### src/rtl/mul_share_ctrl.sv
// Round-robin controller sharing one combinational array multiplier between two
// requesters: registers operands, waits a fixed settle time, returns the product.
module mul_share_ctrl #(
    parameter int M_W    = 2,
    parameter int Q_W    = 3,
    parameter int SETTLE = 1
) (
    input  logic               clk,
    input  logic               rst_n,
    input  logic               req0_valid,
    output logic               req0_ready,
    input  logic [M_W-1:0]     req0_m,
    input  logic [Q_W-1:0]     req0_q,
    input  logic               req1_valid,
    output logic               req1_ready,
    input  logic [M_W-1:0]     req1_m,
    input  logic [Q_W-1:0]     req1_q,
    output logic [M_W-1:0]     mul_m,
    output logic [Q_W-1:0]     mul_q,
    input  logic [M_W+Q_W-1:0] mul_p,
    output logic               rsp_valid,
    input  logic               rsp_ready,
    output logic               rsp_id,
    output logic [M_W+Q_W-1:0] rsp_p
);
    localparam int P_W   = M_W + Q_W;
    localparam int CNT_W = 4;
    localparam logic [CNT_W-1:0] CNT_INIT = CNT_W'(SETTLE - 1);
    localparam logic [CNT_W-1:0] CNT_ZERO = {CNT_W{1'b0}};
    localparam logic [CNT_W-1:0] CNT_ONE  = {{(CNT_W-1){1'b0}}, 1'b1};

    typedef enum logic [1:0] {
        IDLE = 2'd0,
        WAIT = 2'd1,
        RESP = 2'd2
    } state_t;

    state_t           state_r;
    state_t           state_nxt_s;
    logic [CNT_W-1:0] count_r;
    logic             last_grant_r;
    logic [M_W-1:0]   mul_m_r;
    logic [Q_W-1:0]   mul_q_r;
    logic             rsp_valid_r;
    logic             rsp_id_r;
    logic [P_W-1:0]   rsp_p_r;
    logic             gnt0_s;
    logic             gnt1_s;

    // Next-state decode and round-robin grant; a tie goes to the requester not served last
    always_comb begin
        state_nxt_s = state_r;
        gnt0_s      = 1'b0;
        gnt1_s      = 1'b0;
        case (state_r)
            IDLE: begin
                if (req0_valid && req1_valid) begin
                    if (last_grant_r) begin
                        gnt0_s = 1'b1;
                    end else begin
                        gnt1_s = 1'b1;
                    end
                end else if (req0_valid) begin
                    gnt0_s = 1'b1;
                end else if (req1_valid) begin
                    gnt1_s = 1'b1;
                end else begin
                    gnt0_s = 1'b0;
                end
                if (gnt0_s || gnt1_s) begin
                    state_nxt_s = WAIT;
                end else begin
                    state_nxt_s = IDLE;
                end
            end
            WAIT: begin
                if (count_r == CNT_ZERO) begin
                    state_nxt_s = RESP;
                end else begin
                    state_nxt_s = WAIT;
                end
            end
            RESP: begin
                if (rsp_ready) begin
                    state_nxt_s = IDLE;
                end else begin
                    state_nxt_s = RESP;
                end
            end
            default: begin
                state_nxt_s = IDLE;
            end
        endcase
    end

    // Ready is gated by rst_n so nothing is accepted while reset is applied
    assign req0_ready = gnt0_s & rst_n;
    assign req1_ready = gnt1_s & rst_n;

    // State, operand, settle counter and response registers
    always_ff @(posedge clk) begin
        if (!rst_n) begin
            state_r      <= IDLE;
            count_r      <= CNT_ZERO;
            last_grant_r <= 1'b1;
            mul_m_r      <= {M_W{1'b0}};
            mul_q_r      <= {Q_W{1'b0}};
            rsp_valid_r  <= 1'b0;
            rsp_id_r     <= 1'b0;
            rsp_p_r      <= {P_W{1'b0}};
        end else begin
            state_r <= state_nxt_s;
            case (state_r)
                IDLE: begin
                    if (gnt0_s) begin
                        mul_m_r      <= req0_m;
                        mul_q_r      <= req0_q;
                        rsp_id_r     <= 1'b0;
                        last_grant_r <= 1'b0;
                        count_r      <= CNT_INIT;
                    end else if (gnt1_s) begin
                        mul_m_r      <= req1_m;
                        mul_q_r      <= req1_q;
                        rsp_id_r     <= 1'b1;
                        last_grant_r <= 1'b1;
                        count_r      <= CNT_INIT;
                    end else begin
                        count_r <= count_r;
                    end
                end
                WAIT: begin
                    if (count_r == CNT_ZERO) begin
                        rsp_p_r     <= mul_p;
                        rsp_valid_r <= 1'b1;
                    end else begin
                        count_r <= count_r - CNT_ONE;
                    end
                end
                RESP: begin
                    if (rsp_ready) begin
                        rsp_valid_r <= 1'b0;
                    end else begin
                        rsp_valid_r <= 1'b1;
                    end
                end
                default: begin
                    rsp_valid_r <= 1'b0;
                end
            endcase
        end
    end

    assign mul_m     = mul_m_r;
    assign mul_q     = mul_q_r;
    assign rsp_valid = rsp_valid_r;
    assign rsp_id    = rsp_id_r;
    assign rsp_p     = rsp_p_r;

endmodule

### config.mk
export PLATFORM = sky130hd
export DESIGN_NAME = mul_share_ctrl
export DESIGN_NICKNAME = d
export VERILOG_FILES = /design/src/rtl/mul_share_ctrl.sv
export SDC_FILE = /design/constraint.sdc
export NUM_CORES = 1
export LEC_CHECK = 0
export ABC_AREA = 1
export CELL_PAD_IN_SITES_DETAIL_PLACEMENT = 0
export CELL_PAD_IN_SITES_GLOBAL_PLACEMENT = 1
export CORE_MARGIN = 1
export CORE_UTILIZATION = 28
export DETAILED_ROUTE_END_ITERATION = 8
export GPL_ROUTABILITY_DRIVEN = 0
export PLACE_DENSITY = 0.72
export SLEW_MARGIN = 20
export SYNTH_ARGS = -nofsm -noshare
export SYNTH_HDL_FRONTEND = slang
export SYNTH_SLANG_ARGS = --single-unit
export TNS_END_PERCENT = 100
### constraint.sdc
create_clock -name clk -period 1.2 [get_ports clk]
set_input_delay 0.24 -clock clk [delete_from_list [all_inputs] [get_ports clk]]
set_output_delay 0.24 -clock clk [all_outputs]
set_load 0.02 [all_outputs]
==> results of run 1 <==
[state kept, by name, summed over array words and instances (netlist names)]
register,flops
rsp_id,1
state_r,2
last_grant_r,1
rsp_valid,1
count_r,4
mul_q,3
rsp_p,5
mul_m,2
[placed cells by master (no fill, tap or decap), drive strengths merged]
cell           instances
a211oi                 1
a21oi                 11
a31oi                  1
buf                   37
clkbuf                 3
clkdlybuf4s15          2
clkdlybuf4s50         19
clkinv                 2
dfxtp                 19
ha                     6
inv                   22
nand2                 33
nand3                  7
nand4                  2
nor2                   8
nor3b                  1
o211ai                 1
o21ai                 13
o21bai                 5
xnor2                  1
[metal layers]
layer	vias to the layer above	part of all wire (%)
met1	485	42
met3	4	3.3
met4	0	1.0
met5	-	0
met2	25	54
li1	552	-
[how the worst max path moves through the flow]
| stage | startpoint | depth (start not counted) | to |
|---|---|---|---|
| floorplan | state_r[1] | 6 | rsp_p[1] |
| global placement | rst_n | 4 | req1_ready |
| detailed placement | rst_n | 4 | req0_ready |
| CTS | state_r[1] | 11 | count_r[2] |
| global route | state_r[0] | 5 | req0_ready |
| finish | state_r[0] | 5 | req0_ready |
[Yosys cell counts, drive strengths merged]
master / instances
a211oi: 1
a21oi: 11
a31oi: 1
buf: 1
clkbuf: 1
clkinv: 1
dfxtp: 19
ha: 6
inv: 22
nand2: 33
nand3: 6
nand4: 2
nor2: 8
nor3b: 1
o211ai: 1
o21ai: 13
o21bai: 5
xnor2: 1
[cell families (layout without fill, tap and decap cells)]
logic type / Yosys count / in the layout / share of synthesized area, %
and+or+nand+nor: 50 / 51 / 24.9
buffers and inverters: 25 / 85 / 10.2
adders and majority gates: 6 / 6 / 7.35
AOI/OAI and AO/OA: 32 / 32 / 19.5
DFF: 19 / 19 / 37.3
xor gates and xnor gates: 1 / 1 / 0.858
[area by class of cell]
type,count,area [um2],area share [%]
clock buffers,3,22.5,1.24
repair buffers,58,495,27.4
flip-flops and latches,19,383,21.1
well taps,46,57.6,3.18
inverters,23,103,5.67
multi-input cells,90,744,41.1
clock inverters,1,5.00,0.276
[through the flow]
stage / hold WS [ns] / std cells
after floorplan: 0.430 / 133
after global routing: 0.472 / 240
after CTS: 0.456 / 238
after global placement: 0.432 / 229
final: 0.449 / 240
after detailed placement: 0.438 / 229
[power by group]
group / switching, uW / total, uW / internal [uW]
sequential: 112 / 941 / 829
combinational: 1320 / 2410 / 1090
clock: 212 / 336 / 124
[what timing repair did]
| item | in CTS | in global routing |
|---|---|---|
| buffers inserted | 4 | 3 |
| cloned | 1 | 0 |
| pin swaps | 24 | 13 |
| endpoints found under the setup margin | 32 | 31 |
| gates resized for setup | 94 | 26 |
[worst register-to-register path, stage by stage (launching register included)]
cell	delay (ns)
dfxtp_2	0.37
inv_4	0.05
ha_4	0.18
buf_6	0.14
nand2_8	0.10
nand2_8	0.09
o21ai_1	0.14
o21bai_1	0.12
inv_1	0.05
==> metrics.md, run 1 <==
| Metric | Value |
|---|---|
| Run status | `finished, violations left` |
| Violated checks | `negative setup slack` |
| Busiest grt layer | `met2` |
| Synth area leaders | `dfxtp_1 37%, nand2_1 10%, ha_1 7.4%` |
| Crit path capture type | `primary output` |
| Worst Setup Start Kind | `flip-flop` |
| Fillers | `339` |
| Ratio of cells with drive above 1 in the final layout | `47.4%` |
| Pre-CTS WS | `-0.726 ns` |
| Final setup viols | `18` |
| Clock latency on the worst-skew pair | `0.30 ns` |
| DRC Markers | `0` |
| Post-synth top area cell | `dfxtp_1` |
| WHS Path Cells | `2` |
| DRT iter0 DRCs | `18` |
| Fin util | `53.0%` |
| Maximum number of pins on one net before global-route repair | `13` |
| Crit-path max cell delay | `0.34 ns` |
| Fin crit period | `1.44 ns` |
| Final worst path period share | `120%` |
| Final setup margin | `-0.237 ns` |
| Core region area | `3420 um2` |
| Final Power | `3690 uW` |
| Slew @ Worst Pin | `0.272 ns` |
| Syn-to-layout area delta | `77.3%` |
| Syn_nets | `159` |
| Worst hold path endpoint | `rsp_p[0]` |
| Critical Path RT | `0.96 ns` |
| Depth of the most critical reg-to-reg path | `8` |
| Placed Area | `1560 um2` |
| FF-to-FF setup slack | `-0.13 ns` |
| Grt met3 use | `2.19%` |
| Worst Path Buf+Inv | `2` |
| P_leak | `0.000826 uW` |
| Vias per inst | `4.44` |
| Maximum vdd drop | `0.000656 V` |
| CTS tree | `built` |
| Io pins | `34` |
| Overflow after GRT | `0` |
| Initial antenna violation count | `0` |
| Worst r2r dst | `mul_m[0]` |
| Antenna viol nets, final | `0` |
| Power per cell area | `2040 nW/um2` |
| CTS Sinks | `19` |
| Flops & latches, synth | `19` |
| Max clock buf depth | `2` |
| Inserted Clock Buffers | `3` |
| HP Class | `flip-flop to flip-flop` |
| Slowest cell on crit path | `dfxtp_2` |
| M2 GR Usage | `29.0%` |
| Unrepaired setup endpoints after global routing | `yes` |
| Number of max-cap violations | `0` |
| Synth cell types | `27` |
| Die Wd | `62.4 um` |
| Setup TNS | `-1.65 ns` |
| R2r startpoint | `state_r[1]` |
| Sequential fraction of the synthesis area | `37.3%` |
| Yosys top cell area share | `37.3%` |
| Final Hold Fails | `0` |
| Clock root buffer | `clkbuf_4` |
| Final worst clock skew | `0.00559 ns` |
| CP Cell Sequence | `inv_2 -> ha_4 -> nand3_4 -> nor2_4 -> buf_6` |
| Worst path arrival time | `1.20 ns` |
| Critical Path Fanout Max | `3` |
| Antenna cells | `0` |
| Clk slew on worst S/H paths | `0.12 ns` |
| Total GRT Usage | `15.0%` |
| Via count | `1066` |
| Wire per inst | `11.9 um` |
| Drt pass-1 iters | `4` |
| Rows | `21` |
| Cell area after layout | `1810 um2` |
| Hold-fix buffers at CTS | `0` |
| WS Path Type | `flip-flop to primary output` |
| First-pass GRT wire length | `4.71 mm` |
| Final slew viol count | `0` |
| Synthesized area | `1020 um2` |
| Met1 Resource Use GR | `16.4%` |
| HPWL after DPL | `1.95 mm` |
| Buffers on Ports | `33` |
| Mean area per synthesized cell | `7.68 um2` |
| Post-Route WL | `2.86 mm` |
| Vias in the first global route | `1087` |
| Die Span Y | `62.4 um` |
| Full die area | `3890 um2` |
| Hold wc startpoint | `rsp_p[0]` |
| CTS H-Tree Depth | `1` |
| Gate Count Post-Synth | `133` |
| Nets | `221` |
| Slew margin rel. | `81.8%` |
| Fmax | `696 MHz` |
| Initial core utilization | `29.9%` |
| CP delay by family, top | `flip-flops` |
| Warnings, synthesis | `0` |
Power figures use the tool's default switching activity.
==> run 2, diff against run 1 <==
--- a/config.mk
+++ b/config.mk
@@ -12,6 +12,7 @@
 export CORE_UTILIZATION = 28
 export DETAILED_ROUTE_END_ITERATION = 8
 export GPL_ROUTABILITY_DRIVEN = 0
+export MAX_ROUTING_LAYER = met4
 export PLACE_DENSITY = 0.72
 export SLEW_MARGIN = 20
 export SYNTH_ARGS = -nofsm -noshare
==> run 2 against run 1 <==
Critical endpoint unchanged. Total power rose by 1.1%. The flow still finishes with violations (negative setup slack). Clock-buffer cell count did not move. Sequential share of layout area fell by 0.17 points. Sequential power rose by 0.7%. Combinational power barely moved. Utilization rose by 0.44 points.
==> metrics.md, run 2 (synthesis results as in run 1) <==
| Metric | Value |
|---|---|
| Power per cell area | `2040 nW/um2` |
| Total GRT Usage | `15.4%` |
| DRT iter0 DRCs | `18` |
| Crit path capture type | `primary output` |
| P_leak | `0.000829 uW` |
| Overflow after GRT | `0` |
| Maximum number of pins on one net before global-route repair | `13` |
| Clk slew on worst S/H paths | `0.12 ns` |
| Buffers on Ports | `33` |
| Initial antenna violation count | `0` |
| Final setup viols | `17` |
| Worst Setup Start Kind | `flip-flop` |
| Nets | `221` |
| HP Class | `flip-flop to flip-flop` |
| CTS H-Tree Depth | `1` |
| Cell area after layout | `1830 um2` |
| Inserted Clock Buffers | `3` |
| Max clock buf depth | `2` |
| Clock latency on the worst-skew pair | `0.30 ns` |
| Vias in the first global route | `1092` |
| Die Span Y | `62.4 um` |
| CTS tree | `built` |
| Crit-path max cell delay | `0.34 ns` |
| WS Path Type | `flip-flop to primary output` |
| Ratio of cells with drive above 1 in the final layout | `47.9%` |
| Core region area | `3420 um2` |
| Io pins | `34` |
| Run status | `finished, violations left` |
| Wire per inst | `11.9 um` |
| Slowest cell on crit path | `dfxtp_2` |
| First-pass GRT wire length | `4.71 mm` |
| CTS Sinks | `19` |
| Commonest non-fill, non-tap cell in the layout | `nand2_1` |
| Worst Path Buf+Inv | `2` |
| Worst path arrival time | `1.20 ns` |
| CP delay by family, top | `flip-flops` |
| Vias per inst | `4.46` |
| Slew @ Worst Pin | `0.198 ns` |
| Critical Path Fanout Max | `3` |
| Commonest cells after routing, fill and taps aside | `23 x nand2_1, 19 x clkdlybuf4s50_1, 18 x buf_4, 17 x dfxtp_1, 15 x inv_1` |
| Antenna cells | `0` |
| Max reg flops | `5` |
| Maximum vdd drop | `0.000658 V` |
| Rows | `21` |
| Fmax | `696 MHz` |
| Final slew viol count | `0` |
| Placed Area | `1560 um2` |
| Fillers | `334` |
| Initial core utilization | `29.9%` |
| Violated checks | `negative setup slack` |
| Hold-fix buffers at CTS | `0` |
| Post-Layout Cell Count | `240` |
| Critical Path RT | `0.96 ns` |
| CP Cell Sequence | `inv_2 -> ha_4 -> nand3_4 -> nor2_4 -> buf_6` |
| Drt pass-1 iters | `4` |
| Slew margin rel. | `86.8%` |
| Post-placement cell count | `229` |
| Final Hold Fails | `0` |
| DRC Markers | `0` |
| Full die area | `3890 um2` |
| Antenna viol nets, final | `0` |
| Setup TNS | `-1.60 ns` |
| Final worst path period share | `120%` |
| HPWL after DPL | `1.95 mm` |
| Final setup margin | `-0.237 ns` |
| Syn-to-layout area delta | `78.8%` |
| Post-Route WL | `2.85 mm` |
| Via count | `1071` |
| Number of max-cap violations | `0` |
| Die Wd | `62.4 um` |
| Final worst clock skew | `0.00560 ns` |
| Fin crit period | `1.44 ns` |
| Unrepaired setup endpoints after global routing | `yes` |
| Clock root buffer | `clkbuf_4` |
==> run 2: cell types whose count changed in the layout (fill, tap and decap cells not counted), sizes merged <==
cell,change
clkdlybuf4s15,+1
buf,-1
==> run 2: area by class of cell <==
| class | count | area [um2] | share of cell area [%] |
|---|---|---|---|
| inverter | 23 | 103 | 5.62 |
| sequential | 19 | 383 | 21.0 |
| timing repair buffer | 58 | 505 | 27.7 |
| clock inverter | 1 | 5.00 | 0.274 |
| multi-input combinational | 90 | 749 | 41.1 |
| tap | 46 | 57.6 | 3.15 |
| clock buffer | 3 | 22.5 | 1.23 |
==> run 2: worst paths after layout <==
check             startpoint    endpoint  slack, ns  cells after the start
setup / recovery  state_r[0]  req0_ready      -0.24                      5
hold / removal      rsp_p[2]    rsp_p[2]       0.45                      2
setup reg to reg  state_r[1]    mul_m[0]      -0.13                      8
hold reg to reg     rsp_p[2]    rsp_p[2]       0.45                      2
==> run 2: metal layers <==
layer / vias to the layer above / track usage (%) / wire [um]
met4: 0 / 5.23 / 29
met2: 25 / 28.8 / 1530
met5: - / - / 0
li1: 551 / - / -
met1: 491 / 16.6 / 1200
met3: 4 / 2.01 / 88
==> run 2: what timing repair did <==
| item | in CTS | in global routing |
|---|---|---|
| setup buffers | 4 | 3 |
| resized for setup | 94 | 28 |
| endpoints found under the setup margin | 32 | 30 |
| pin swaps | 24 | 13 |
| gates cloned | 1 | 0 |
==> run 2: stage by stage <==
stage / total power [uW] / worst slack [ns] / util [%] / hold WS, ns
floorplan: 2030 / -0.0149 / - / 0.430
global placement: 2740 / -0.679 / 45.6 / 0.432
detailed placement: 2770 / -0.726 / 45.6 / 0.438
CTS: 3630 / -0.247 / 52.7 / 0.456
global route: 4000 / -0.298 / 53.4 / 0.472
finish: 3730 / -0.237 / 53.4 / 0.452
==> run 2: power breakdown <==
part           internal [uW]  switching (uW)  total (uW)
registers                829             119         948
logic                   1120            1320        2440
clock network            124             212         336
total                   2070            1660        3730
==> run 2: tightest hold or removal path: stages (launching register included) <==
cell and delay (ns):
dfxtp_1 0.33, inv_1 0.05, a21oi_1 0.05
